$ cat src/rtl/smul_sequencer_pkg.sv
// Shared definitions for the SMUL multiply controller: FSM state encodings
// and the opcode value the decoder matches to raise the start request.
package smul_sequencer_pkg;

    typedef enum logic [1:0] {
        SMUL_IDLE = 2'd0,
        SMUL_RUN  = 2'd1,
        SMUL_DONE = 2'd2
    } smul_state_e;

    localparam logic [5:0] SMUL_OPCODE = 6'h1C;

endpackage

$ cat src/rtl/smul_sequencer_if.sv
// Decode-stage <-> multiply-controller bundle: request, operands, stall and
// the register-file write-back of the product.
interface smul_sequencer_if #(
    parameter int WIDTH  = 16,
    parameter int DEST_W = 8
);
    logic                 iStart;
    logic [WIDTH-1:0]     iA;
    logic [WIDTH-1:0]     iB;
    logic [DEST_W-1:0]    iDest;
    logic                 oBusy;
    logic                 oDone;
    logic                 oWriteEnable;
    logic [DEST_W-1:0]    oDest;
    logic [2*WIDTH-1:0]   oResult;

    modport master (
        output iStart, iA, iB, iDest,
        input  oBusy, oDone, oWriteEnable, oDest, oResult
    );

    modport slave (
        input  iStart, iA, iB, iDest,
        output oBusy, oDone, oWriteEnable, oDest, oResult
    );
endinterface

$ cat src/rtl/smul_sequencer_booth_step.sv
// One radix-2 Booth iteration on the packed {acc, Q, q(-1)} register:
// conditional add/subtract of the multiplicand, then arithmetic shift right.
module smul_sequencer_booth_step #(
    parameter int WIDTH = 16
) (
    input  logic [2*WIDTH+1:0] cur_i,
    input  logic [WIDTH-1:0]   mcand_i,
    output logic [2*WIDTH+1:0] next_o
);
    logic [WIDTH:0] acc;
    logic [WIDTH:0] aExt;
    logic [WIDTH:0] sum;

    assign acc  = cur_i[2*WIDTH+1 -: WIDTH+1];
    assign aExt = {mcand_i[WIDTH-1], mcand_i};

    always_comb begin
        sum = acc;
        case (cur_i[1:0])
            2'b01:   sum = acc + aExt;
            2'b10:   sum = acc - aExt;
            default: sum = acc;
        endcase
    end

    // The shift drops the old q(-1); the old Q bit 0 becomes the new q(-1).
    assign next_o = {sum[WIDTH], sum, cur_i[WIDTH:1]};

endmodule

$ cat src/rtl/smul_sequencer.sv
// Multi-cycle signed multiply controller: latches operands, runs WIDTH Booth
// steps, stalls the pipeline while busy and issues one write-back strobe.
module smul_sequencer
    import smul_sequencer_pkg::*;
#(
    parameter int WIDTH  = 16,
    parameter int DEST_W = 8
) (
    input  logic              Clock,
    input  logic              Reset_n,
    smul_sequencer_if.slave   bus
);
    localparam int CNT_W = $clog2(WIDTH);
    localparam logic [CNT_W-1:0] CNT_LAST = CNT_W'(WIDTH - 1);
    localparam logic [CNT_W-1:0] CNT_ONE  = CNT_W'(1);

    smul_state_e          state_q, state_d;
    logic                 accept;
    logic [CNT_W-1:0]     count_q;
    logic [WIDTH-1:0]     mcand_q;
    logic [2*WIDTH+1:0]   booth_q;
    logic [2*WIDTH+1:0]   stepNext;
    logic [DEST_W-1:0]    latchDest_q;
    logic [DEST_W-1:0]    resultDest_q;
    logic [2*WIDTH-1:0]   result_q;

    smul_sequencer_booth_step #(.WIDTH(WIDTH)) uStep (
        .cur_i   (booth_q),
        .mcand_i (mcand_q),
        .next_o  (stepNext)
    );

    always_ff @(posedge Clock or negedge Reset_n) begin
        if (!Reset_n) state_q <= SMUL_IDLE;
        else          state_q <= state_d;
    end

    // A start in DONE is taken immediately so back-to-back SMULs lose no cycle.
    always_comb begin
        state_d = state_q;
        accept  = 1'b0;
        case (state_q)
            SMUL_IDLE: begin
                accept = bus.iStart;
                if (bus.iStart) state_d = SMUL_RUN;
            end
            SMUL_RUN: begin
                if (count_q == CNT_LAST) state_d = SMUL_DONE;
            end
            SMUL_DONE: begin
                accept  = bus.iStart;
                state_d = bus.iStart ? SMUL_RUN : SMUL_IDLE;
            end
            default: state_d = SMUL_IDLE;
        endcase
    end

    always_comb begin
        bus.oBusy        = (state_q != SMUL_IDLE);
        bus.oDone        = (state_q == SMUL_DONE);
        bus.oWriteEnable = (state_q == SMUL_DONE);
    end

    assign bus.oResult = result_q;
    assign bus.oDest   = resultDest_q;

    always_ff @(posedge Clock or negedge Reset_n) begin
        if (!Reset_n) begin
            count_q      <= '0;
            mcand_q      <= '0;
            booth_q      <= '0;
            latchDest_q  <= '0;
            resultDest_q <= '0;
            result_q     <= '0;
        end else if (accept) begin
            count_q      <= '0;
            mcand_q      <= bus.iA;
            booth_q      <= {{(WIDTH+1){1'b0}}, bus.iB, 1'b0};
            latchDest_q  <= bus.iDest;
        end else if (state_q == SMUL_RUN) begin
            booth_q <= stepNext;
            count_q <= count_q + CNT_ONE;
            // Product is the low 2*WIDTH bits of {acc, Q}; the acc guard bit is dropped.
            if (count_q == CNT_LAST) begin
                result_q     <= stepNext[2*WIDTH:1];
                resultDest_q <= latchDest_q;
            end
        end
    end

endmodule

$ cat src/flat_wrapper.sv
// flat-port wrapper written by rule: the top's interface ports become plain ports
module smul_sequencer_flat import smul_sequencer_pkg::*;
#(
    parameter int WIDTH  = 16,
    parameter int DEST_W = 8
)
  (Clock, Reset_n, bus_iStart, bus_iA, bus_iB, bus_iDest, bus_oBusy, bus_oDone, bus_oWriteEnable, bus_oDest, bus_oResult);
  smul_sequencer_if #(.WIDTH(WIDTH), .DEST_W(DEST_W)) bus_i ();
  input  logic Clock;
  input  logic Reset_n;
  input wire logic [$bits(bus_i.iStart)-1:0] bus_iStart;
  input wire logic [$bits(bus_i.iA)-1:0] bus_iA;
  input wire logic [$bits(bus_i.iB)-1:0] bus_iB;
  input wire logic [$bits(bus_i.iDest)-1:0] bus_iDest;
  output wire logic [$bits(bus_i.oBusy)-1:0] bus_oBusy;
  output wire logic [$bits(bus_i.oDone)-1:0] bus_oDone;
  output wire logic [$bits(bus_i.oWriteEnable)-1:0] bus_oWriteEnable;
  output wire logic [$bits(bus_i.oDest)-1:0] bus_oDest;
  output wire logic [$bits(bus_i.oResult)-1:0] bus_oResult;
  assign bus_i.iStart = bus_iStart;
  assign bus_i.iA = bus_iA;
  assign bus_i.iB = bus_iB;
  assign bus_i.iDest = bus_iDest;
  assign bus_oBusy = bus_i.oBusy;
  assign bus_oDone = bus_i.oDone;
  assign bus_oWriteEnable = bus_i.oWriteEnable;
  assign bus_oDest = bus_i.oDest;
  assign bus_oResult = bus_i.oResult;
  smul_sequencer #(.WIDTH(WIDTH), .DEST_W(DEST_W)) u_core (.Clock(Clock), .Reset_n(Reset_n), .bus(bus_i));
endmodule
$ cat config.mk
export PLATFORM = sky130hd
export DESIGN_NAME = smul_sequencer_flat
export DESIGN_NICKNAME = d
export VERILOG_FILES = /design/src/rtl/smul_sequencer_pkg.sv /design/src/rtl/smul_sequencer_if.sv /design/src/rtl/smul_sequencer_booth_step.sv /design/src/rtl/smul_sequencer.sv /design/src/flat_wrapper.sv
export SDC_FILE = /design/constraint.sdc
export NUM_CORES = 1
export LEC_CHECK = 0
export BUFFER_PORTS_ARGS = -buffer_cell sky130_fd_sc_hd__buf_2
export CAP_MARGIN = 20
export CORE_MARGIN = 5
export CORE_UTILIZATION = 50
export CTS_CLUSTER_DIAMETER = 50
export DETAILED_ROUTE_END_ITERATION = 10
export HOLD_SLACK_MARGIN = 0.12
export MAX_ROUTING_LAYER = met4
export PLACE_DENSITY = 0.7
export SLEW_MARGIN = 10
export SYNTH_ARGS = -nofsm -noshare
export SYNTH_HDL_FRONTEND = slang
export SYNTH_SLANG_ARGS = --single-unit
export TNS_END_PERCENT = 100
$ cat constraint.sdc
create_clock -name Clock -period 9.9 [get_ports Clock]
set_input_delay 1.98 -clock Clock [delete_from_list [all_inputs] [get_ports Clock]]
set_output_delay 1.98 -clock Clock [all_outputs]
set_load 0.1 [all_outputs]
==> reports/results.tsv <==
stage	metric	value	unit
status	status	complete, no violations	
clocking	cts_setup_buffers	0	
synthesis	ys_dominant_reg_cell	dfrtp_1	
sta	finalSetupViolations	0	
clocking	cts_hold_buffers	0	
final_layout	layout_commonest_cell	nand2_1	
final_layout	final_cell_mix	200 x nand2_1, 103 x dfrtp_1, 84 x buf_2, 44 x nor2_1, 32 x o21ai_0	
critical_path	cp_slowest_cell	dfrtp_1	
sta	tns	0	ps
floorplan	core_area	0.0103	mm2
critical_path	cp.arrival	3750	ps
detailed_routing	post_drt_via_cell_ratio	5.22	
sta	clock_skew	16.4	ps
placed_design	portBuffers	85	
grt	grt_pass1_wl	20.2	mm
synthesis	yosysTopAreaCellShare	0.486	
final_layout	drive_above_1_share	0.170	
critical_path	critPathLaunchType	register	
synthesis	synth-async-reset-ratio	1.00	
final_layout	seq_area	0.00258	mm2
sta	clock.fmax	284	MHz
final_layout	multiInputGateArea	0.00256	mm2
detailed_routing	ant_nets	0	
synthesis	synthCells	616	
synthesis	yosysTopAreaCell	dfrtp_1	
critical_path	path_class	register to register	
synthesis	synthTopCellsByArea	dfrtp_1 49%, nand2_1 14%, ha_1 4.5%, nor2_1 3.1%, o21ai_0 3.0%	
detailed_routing	initialDrtViolationCount	290	
floorplan	dieArea	0.0128	mm2
placed_design	dp_cells	812	
final_layout	fillCellCount	963	
synthesis	yosysSeqAreaShare	0.486	
clocking	htree_levels	3	
synthesis	synth_xor_area_frac	0.0446	
critical_path	crit_path_start	u_core.mcand_q[3]$_DFFE_PN0P_	
synthesis	ys_seq_elements	103	
clocking	insertion_delay	370	ps
synthesis	synth-simple-area-share	0.222	
floorplan	start_util	0.514	
synthesis	synth_top_family_by_area	simple AND/OR/NAND/NOR gates	
synthesis	syn-num-nets	679	
critical_path	cp_max_fo	6	
synthesis	synth_cell_type_count	50	
sta	slew_viol_final	0	
clocking	clock_sinks	103	
final_layout	diodes	0	
clocking	clk_pin_slew	100	ps
sta	fin_crit	3530	ps
placed_design	hpwl	8.56	mm
sta	fin_crit_sh	0.356	
clocking	numCtsBuffers	9	
min_path	hold_path.startpoint	u_core.latchDest_q[3]$_DFFE_PN0P_	
floorplan	fp.dieW	113	um
grt	grt_pass1_vias	4089	
critical_path	cpPeakStageDelay	430	ps
synthesis	yosysWarnings	0	
floorplan	die_y	113	um
clocking	clockBufferDepth	2	
detailed_routing	wl	12.2	mm
grt	track_usage	0.200	
final_layout	finalNonFillerCells	829	
critical_path	cpMostUsedCell	a21oi_1	
sta	hold_viol	0	
clocking	root_buffer	clkbuf_8	
clocking	cts_tree	done	
min_path	hold_path.class	register to register	
clocking	ctsResizeCount	0	
critical_path	crit_required	10130	ps
sta	max_slew_margin	0.442	
critical_path	end_kind	register	
grt	antenna_found_initial	0	
synthesis	synth_fa_ha_area_frac	0.0486	
sta	tightestPinTransition	837	ps
synthesis	syn-mean-instance-area	8.61	um2
floorplan	pin_count	86	
detailed_routing	remaining_drc_errors	0	
critical_path	r2r_start	u_core.mcand_q[3]$_DFFE_PN0P_	
sta	rsz0062_at_grt	no	
final_layout	area_growth	13.9	%
detailed_routing	wl_per_cell	14.7	um
grt	overflow	0	
synthesis	synthMuxAreaShare	0.0217	
synthesis	syn-cell-area	0.00530	mm2
critical_path	path_delay_family	simple AND/OR/NAND/NOR gates	
grt	grt_start_max_net_pins	69	
synthesis	synth_edf_count	0	
detailed_routing	num_vias	4324	
detailed_routing	drt-pass1-iter-count	4	
synthesis	synth-compound-area-share	0.144	
final_layout	nNetsFinal	751	
placed_design	gp_congestion	0.851	
critical_path	cp_num_buf_inv	0	
critical_path	cp_cell_sequence	or3_4, nor3_1, nand2_1, nor2_1, a21oi_1, xnor2_1, ha_1, nand3_1, a21oi_1, o21ai_0, a31oi_2, mux2i_4, xor2_1, o21ai_1	
floorplan	rows	37	
run	maxCapViolCount	0	
==> metrics by stage <==
stage	cell area (um2)	utilization	setup slack (ps)	hold slack [ps]
floorplan	5300	-	5650	439
global placement	5830	0.565	6440	448
detailed placement	5830	0.565	6350	457
CTS	6020	0.583	6340	479
global route	6040	0.585	6080	494
finish	6040	0.585	6370	467
==> Yosys cell counts, drive strengths merged, types with 6 or more instances <==
cell	n
ha	19
xnor2	18
mux2i	8
a22o	6
nand2	200
nor2	44
o21ai	41
inv	15
clkbuf	29
a21oi	28
xor2	9
a31oi	22
dfrtp	103
nand3	10
nor3	9
==> flip-flops by register name (all words and copies together) (netlist names) <==
register,cells
u_core.booth_q,33
u_core.bus.oDest,8
u_core.bus.oResult,32
u_core.count_q,4
u_core.latchDest_q,8
u_core.mcand_q,16
u_core.state_q,2
==> path summary, 6_finish.rpt <==
check / cells past startpoint / endpoint / slack (ps)
worst min-delay path: 2 / u_core.bus.oDest[3]$_DFFE_PN0P_ / 470
worst max register to register: 14 / u_core.bus.oResult[31]$_DFFE_PN0P_ / 6370
worst max-delay path: 14 / u_core.bus.oResult[31]$_DFFE_PN0P_ / 6370
max in group asynchronous: 2 / u_core.bus.oResult[31]$_DFFE_PN0P_ / 7120
min in group asynchronous: 1 / u_core.bus.oResult[13]$_DFFE_PN0P_ / 1540
worst min register to register: 2 / u_core.bus.oDest[3]$_DFFE_PN0P_ / 470
==> final cells by class <==
class | instances | area share
Clock buffer | 12 | 0.0224
Sequential cell | 103 | 0.427
Tap cell | 136 | 0.0282
Timing Repair Buffer | 92 | 0.0816
Clock inverter | 4 | 0.00870
Inverter | 15 | 0.00932
Multi-Input combinational cell | 467 | 0.423
==> worst min-delay path, cell delays in order (launching register included) <==
cell and delay [ps]:
dfrtp_1 350, nand2_1 50, nand2_1 50
==> cell families (layout without fill, tap and decap cells) <==
group	Yosys count	after routing
flops	103	103
buf+inv	46	123
mux	10	10
fa+ha+maj	20	20
simple gates	285	285
xor+xnor	27	27
compound gates	125	125
==> metal layers <==
layer / routed length [um] / track usage
met1: 5890 / 0.286
met2: 5420 / 0.299
met3: 748 / 0.0278
met4: 104 / 0.0545
met5: 0 / -
Power is not shown: default switching activity piles up to over one toggle a cycle in this logic, so the estimate is an artifact.
